$ cat config.mk
export PLATFORM = sky130hd
export DESIGN_NAME = loadable_shift_reg
export DESIGN_NICKNAME = d
export VERILOG_FILES = /design/src/rtl/loadable_pkg.sv /design/src/rtl/loadable_shift_cell.sv /design/src/rtl/loadable_shift_reg.sv
export SDC_FILE = /design/constraint.sdc
export NUM_CORES = 1
export LEC_CHECK = 0
export ABC_AREA = 1
export BUFFER_PORTS_ARGS = -buffer_cell sky130_fd_sc_hd__buf_2
export CAP_MARGIN = 20
export CELL_PAD_IN_SITES_DETAIL_PLACEMENT = 0
export CELL_PAD_IN_SITES_GLOBAL_PLACEMENT = 1
export CORE_MARGIN = 3
export CORE_UTILIZATION = 35
export CTS_BUF_LIST = sky130_fd_sc_hd__clkbuf_4
export CTS_CLUSTER_DIAMETER = 100
export DETAILED_ROUTE_END_ITERATION = 6
export GPL_ROUTABILITY_DRIVEN = 0
export PLACE_DENSITY_LB_ADDON = 0.1
export SLEW_MARGIN = 20
export SYNTH_ARGS = -nofsm -noshare
export SYNTH_HDL_FRONTEND = slang
export SYNTH_SLANG_ARGS = --single-unit
$ cat constraint.sdc
create_clock -name clk -period 3.47 [get_ports clk]
set_clock_uncertainty 0.15 [all_clocks]
set_input_delay 0.347 -clock clk [delete_from_list [all_inputs] [get_ports clk]]
set_output_delay 0.347 -clock clk [all_outputs]
set_load 0.01 [all_outputs]
$ cat src/rtl/loadable_pkg.sv
// Shared definitions for the loadable shift register and the
// multiplier controller: shift directions, FSM states, cell selects.
package loadable_pkg;

    localparam logic DIR_RIGHT = 1'b0;
    localparam logic DIR_LEFT  = 1'b1;

    typedef enum logic [1:0] {
        ST_IDLE   = 2'd0,
        ST_ACTIVE = 2'd1,
        ST_DONE   = 2'd2
    } state_t;

    // Next-value select for one storage cell
    typedef enum logic [1:0] {
        SEL_HOLD = 2'd0,
        SEL_LOAD = 2'd1,
        SEL_SHR  = 2'd2,
        SEL_SHL  = 2'd3
    } cell_sel_t;

endpackage

$ cat src/rtl/loadable_shift_cell.sv
// One bit of shift-register storage with synchronous clear.
// Ports: clk, clr (sync, to RST_BIT), sel (hold/load/shr/shl),
//   load_bit (parallel data), shr_bit (value taken on a right shift,
//   i.e. the higher neighbour), shl_bit (value taken on a left shift,
//   i.e. the lower neighbour), q (stored bit).
module loadable_shift_cell
    import loadable_pkg::*;
#(
    parameter logic RST_BIT = 1'b0
) (
    input  logic      clk,
    input  logic      clr,
    input  cell_sel_t sel,
    input  logic      load_bit,
    input  logic      shr_bit,
    input  logic      shl_bit,
    output logic      q
);

    always_ff @(posedge clk) begin
        if (clr) begin
            q <= RST_BIT;
        end else begin
            unique case (sel)
                SEL_HOLD: q <= q;
                SEL_LOAD: q <= load_bit;
                SEL_SHR:  q <= shr_bit;
                SEL_SHL:  q <= shl_bit;
            endcase
        end
    end

endmodule

$ cat src/rtl/loadable_shift_reg.sv
// WIDTH-bit loadable left/right shift register with shift counter.
// Ports: clk, clr (sync active-high), load/d (parallel load),
//   shift_en/dir/sin (serial shift), q, sout, cnt, done.
module loadable_shift_reg
    import loadable_pkg::*;
#(
    parameter int                 WIDTH       = 4,
    parameter logic [WIDTH-1:0]   RESET_VALUE = '0,
    localparam int                CW          = $clog2(WIDTH + 1)
) (
    input  logic             clk,
    input  logic             clr,
    input  logic             load,
    input  logic [WIDTH-1:0] d,
    input  logic             shift_en,
    input  logic             dir,
    input  logic             sin,
    output logic [WIDTH-1:0] q,
    output logic             sout,
    output logic [CW-1:0]    cnt,
    output logic             done
);

    localparam logic [CW-1:0] CNT_MAX = CW'(WIDTH);

    state_t          state;
    state_t          state_nxt;
    logic [CW-1:0]   cnt_nxt;
    logic [CW-1:0]   cnt_inc;
    logic            sout_nxt;
    cell_sel_t       sel;

    assign cnt_inc = cnt + CW'(1);
    assign done    = (state == ST_DONE);

    always_comb begin
        state_nxt = state;
        cnt_nxt   = cnt;
        sout_nxt  = sout;
        sel       = SEL_HOLD;
        if (load) begin
            state_nxt = ST_ACTIVE;
            cnt_nxt   = '0;
            sout_nxt  = 1'b0;
            sel       = SEL_LOAD;
        end else if (shift_en && state == ST_ACTIVE) begin
            cnt_nxt = cnt_inc;
            if (cnt_inc == CNT_MAX) begin
                state_nxt = ST_DONE;
            end
            if (dir == DIR_LEFT) begin
                sel      = SEL_SHL;
                sout_nxt = q[WIDTH-1];
            end else begin
                sel      = SEL_SHR;
                sout_nxt = q[0];
            end
        end
    end

    always_ff @(posedge clk) begin
        if (clr) begin
            state <= ST_IDLE;
            cnt   <= '0;
            sout  <= 1'b0;
        end else begin
            state <= state_nxt;
            cnt   <= cnt_nxt;
            sout  <= sout_nxt;
        end
    end

    // End cells take sin in place of the missing neighbour
    for (genvar i = 0; i < WIDTH; i++) begin : g_cell
        logic shr_bit;
        logic shl_bit;

        if (i == WIDTH - 1) begin : g_top
            assign shr_bit = sin;
        end else begin : g_mid_r
            assign shr_bit = q[i+1];
        end

        if (i == 0) begin : g_bot
            assign shl_bit = sin;
        end else begin : g_mid_l
            assign shl_bit = q[i-1];
        end

        loadable_shift_cell #(
            .RST_BIT (RESET_VALUE[i])
        ) u_cell (
            .clk      (clk),
            .clr      (clr),
            .sel      (sel),
            .load_bit (d[i]),
            .shr_bit  (shr_bit),
            .shl_bit  (shl_bit),
            .q        (q[i])
        );
    end

endmodule

==> results.json <==
{
  "die_area_um2": 2210,
  "design_area_um2": 682,
  "clkTransAtPathRegs_ns": 0.07,
  "multiInputGateArea_um2": 282,
  "wl_met2_um": 504,
  "first_pass_iters": 4,
  "rsz0062_at_grt": "no",
  "start_util_pct": 38.1,
  "timing.final.ws_setup_ns": 1.95,
  "fin_util_pct": 44.2,
  "synthCells": 88,
  "comb_power_share_pct": 16.0,
  "max_cap_viol_count": 0,
  "place_ws_ns": 1.89,
  "cts_resized": 0,
  "tritoncts": "done",
  "wirelength_met1_um": 645,
  "h-tree-depth": 1,
  "grt_pass1_vias": 489,
  "finalSetupViolations": 0,
  "p_leak_nw": 0.383,
  "drcViolationCount": 0,
  "worstSkewPairLatency_ns": 0.27,
  "rrSetupSlack_ns": 1.95,
  "p_int_uw": 179,
  "ys_warn_count": 0,
  "grt_antenna_before_repair": 0,
  "critPathLaunchType": "flip-flop",
  "hp-class": "input pin to flip-flop",
  "grt_pass1_wl_um": 2110,
  "ant_nets": 0,
  "slew_viol_final": 0,
  "grt_overflow_total": 0,
  "synth_area_um2": 588,
  "relSlewSlack_pct": 68.1,
  "setup_tns_ns": 0,
  "wl_met3_um": 80,
  "maxUsedRoutingLayer": "met4",
  "drtIter0Drc": 9,
  "synthDistinctLibCells": 15,
  "wl_per_cell_um": 10.5,
  "fin_crit_sh_pct": 43.9,
  "hold_viol": 0,
  "grtUsageTotal_pct": 13.7,
  "syn2layout_area_growth_pct": 16.0,
  "power_uw": 253,
  "final_layout_size_suffix_gt1_share_pct": 24.0,
  "place_area_um2": 656,
  "cts_sinks": 10,
  "fp.dieH_um": 47.0,
  "synth_top_area_share_pct": 34.0,
  "worstPathRequired_ns": 3.49,
  "n_fill_cell": 185,
  "num_vias": 579,
  "ys_ff_latch": 10,
  "io_pins": 19,
  "cts_buffer_depth": 2,
  "clkPwrFrac_pct": 34.0,
  "switching_share_pct": 29.3,
  "cp.arrival_ns": 1.55,
  "fin_nets": 117,
  "yosysTopAreaCell": "dfxtp_1",
  "place.port_buffers": 18,
  "clock.fmax_mhz": 656,
  "p_sw_uw": 74.1,
  "core_area_um2": 1540,
  "cts-root-buf": "clkbuf_4",
  "fin_crit_ns": 1.52,
  "yosysSeqAreaShare_pct": 34.0,
  "status": "completed",
  "ys_top_cells_by_area": "dfxtp_1 (34%), inv_1 (11%), nand2_1 (11%)",
  "cp_max_fo": 13,
  "syn-num-nets": 100,
  "power.density_nw_per_um2": 371,
  "regArea_um2": 200,
  "dieWidth_um": 47.0,
  "ir_worst_vdd_mv": 0.169,
  "syn_avg_cell_area_um2": 6.68,
  "diodes": 0,
  "cts_hold_buf": 0,
  "wl_um": 1260,
  "cts_buffers": 3,
  "via_per_inst": 4.83,
  "grt_max_degree": 16,
  "critPathCaptureType": "flip-flop",
  "rows": 14,
  "layout_common_cells": "buf_2 (18), inv_1 (17), nand2_1 (17)",
  "path_class": "flip-flop to flip-flop",
  "seqPwrFrac_pct": 50.0,
  "worstMarginPinSlew_ns": 0.478,
  "layout_commonest_cell": "buf_2",
  "cts_setup_buffers": 0,
  "place_hpwl_um": 979
}
==> registers in the layout, indices dropped and copies added (netlist names) <==
signal           count
state                2
sout                 1
g_cell.u_cell.q      4
cnt                  3
==> stage by stage <==
step | std cells | hold WS (ns)
after global placement | 116 | 0.330
after global routing | 120 | 0.121
after CTS | 120 | 0.113
after floorplan | 88 | 0.266
after detailed placement | 116 | 0.337
final | 120 | 0.114
==> cell usage after synthesis <==
master / count
dfxtp_1: 10
o21ai_0: 7
inv_1: 17
buf_2: 1
nand2_1: 17
buf_4: 5
a211oi_1: 1
ha_1: 2
a21oi_1: 4
or2_2: 3
nor2_1: 5
nand3_1: 6
nor2_2: 1
a31oi_1: 1
nand4_1: 8
==> area by class of cell <==
| class | count | share of cell area (%) |
|---|---|---|
| tap | 16 | 2.94 |
| timing repair buffer | 18 | 13.2 |
| inverter | 17 | 9.36 |
| clock buffer | 3 | 3.30 |
| multi-input combinational | 55 | 41.3 |
| clock inverter | 1 | 0.550 |
| sequential | 10 | 29.4 |
==> worst max-delay path: stages (launching register included) <==
cell     delay, ns
dfxtp_1       0.37
nand2_1       0.08
nor2_2        0.38
nand2_1       0.16
nand2_1       0.10
nand3_1       0.09
nand2_1       0.07
inv_1         0.03
==> power by group through the flow <==
| stage | clock (mW) | sequential, mW | combinational [mW] |
|---|---|---|---|
| 2_1_floorplan | 0 | 0.128 | 0.0306 |
| 3_3_place_gp | 0 | 0.129 | 0.0406 |
| 3_5_place_dp | 0 | 0.129 | 0.0405 |
| 4_1_cts | 0.0878 | 0.126 | 0.0408 |
| 5_1_grt | 0.0937 | 0.128 | 0.0472 |
| 6_report | 0.0860 | 0.126 | 0.0404 |
==> cell families after synthesis <==
kind of cell | share of synthesized area, %
compound gates | 11.7
fa+ha+maj | 4.25
flops | 34.0
buf+inv | 18.1
simple gates | 31.9
==> path summary, 6_finish.rpt <==
kind	from	to	cells after the start
max	state[0]$_SDFFE_PP0P_	g_cell[1].u_cell.q$_SDFFE_PP0P_	7
min	clr	state[0]$_SDFFE_PP0P_	2
max reg2reg	state[0]$_SDFFE_PP0P_	g_cell[1].u_cell.q$_SDFFE_PP0P_	7
min reg2reg	cnt[2]$_SDFFE_PP0N_	cnt[2]$_SDFFE_PP0N_	2
==> layer usage <==
| metal | vias up | track usage, % |
|---|---|---|
| li1 | 314 | - |
| met1 | 244 | 19.9 |
| met2 | 16 | 17.6 |
| met3 | 5 | 3.45 |
| met4 | 0 | 8.29 |
| met5 | - | 0 |
Power figures use the tool's default switching activity.
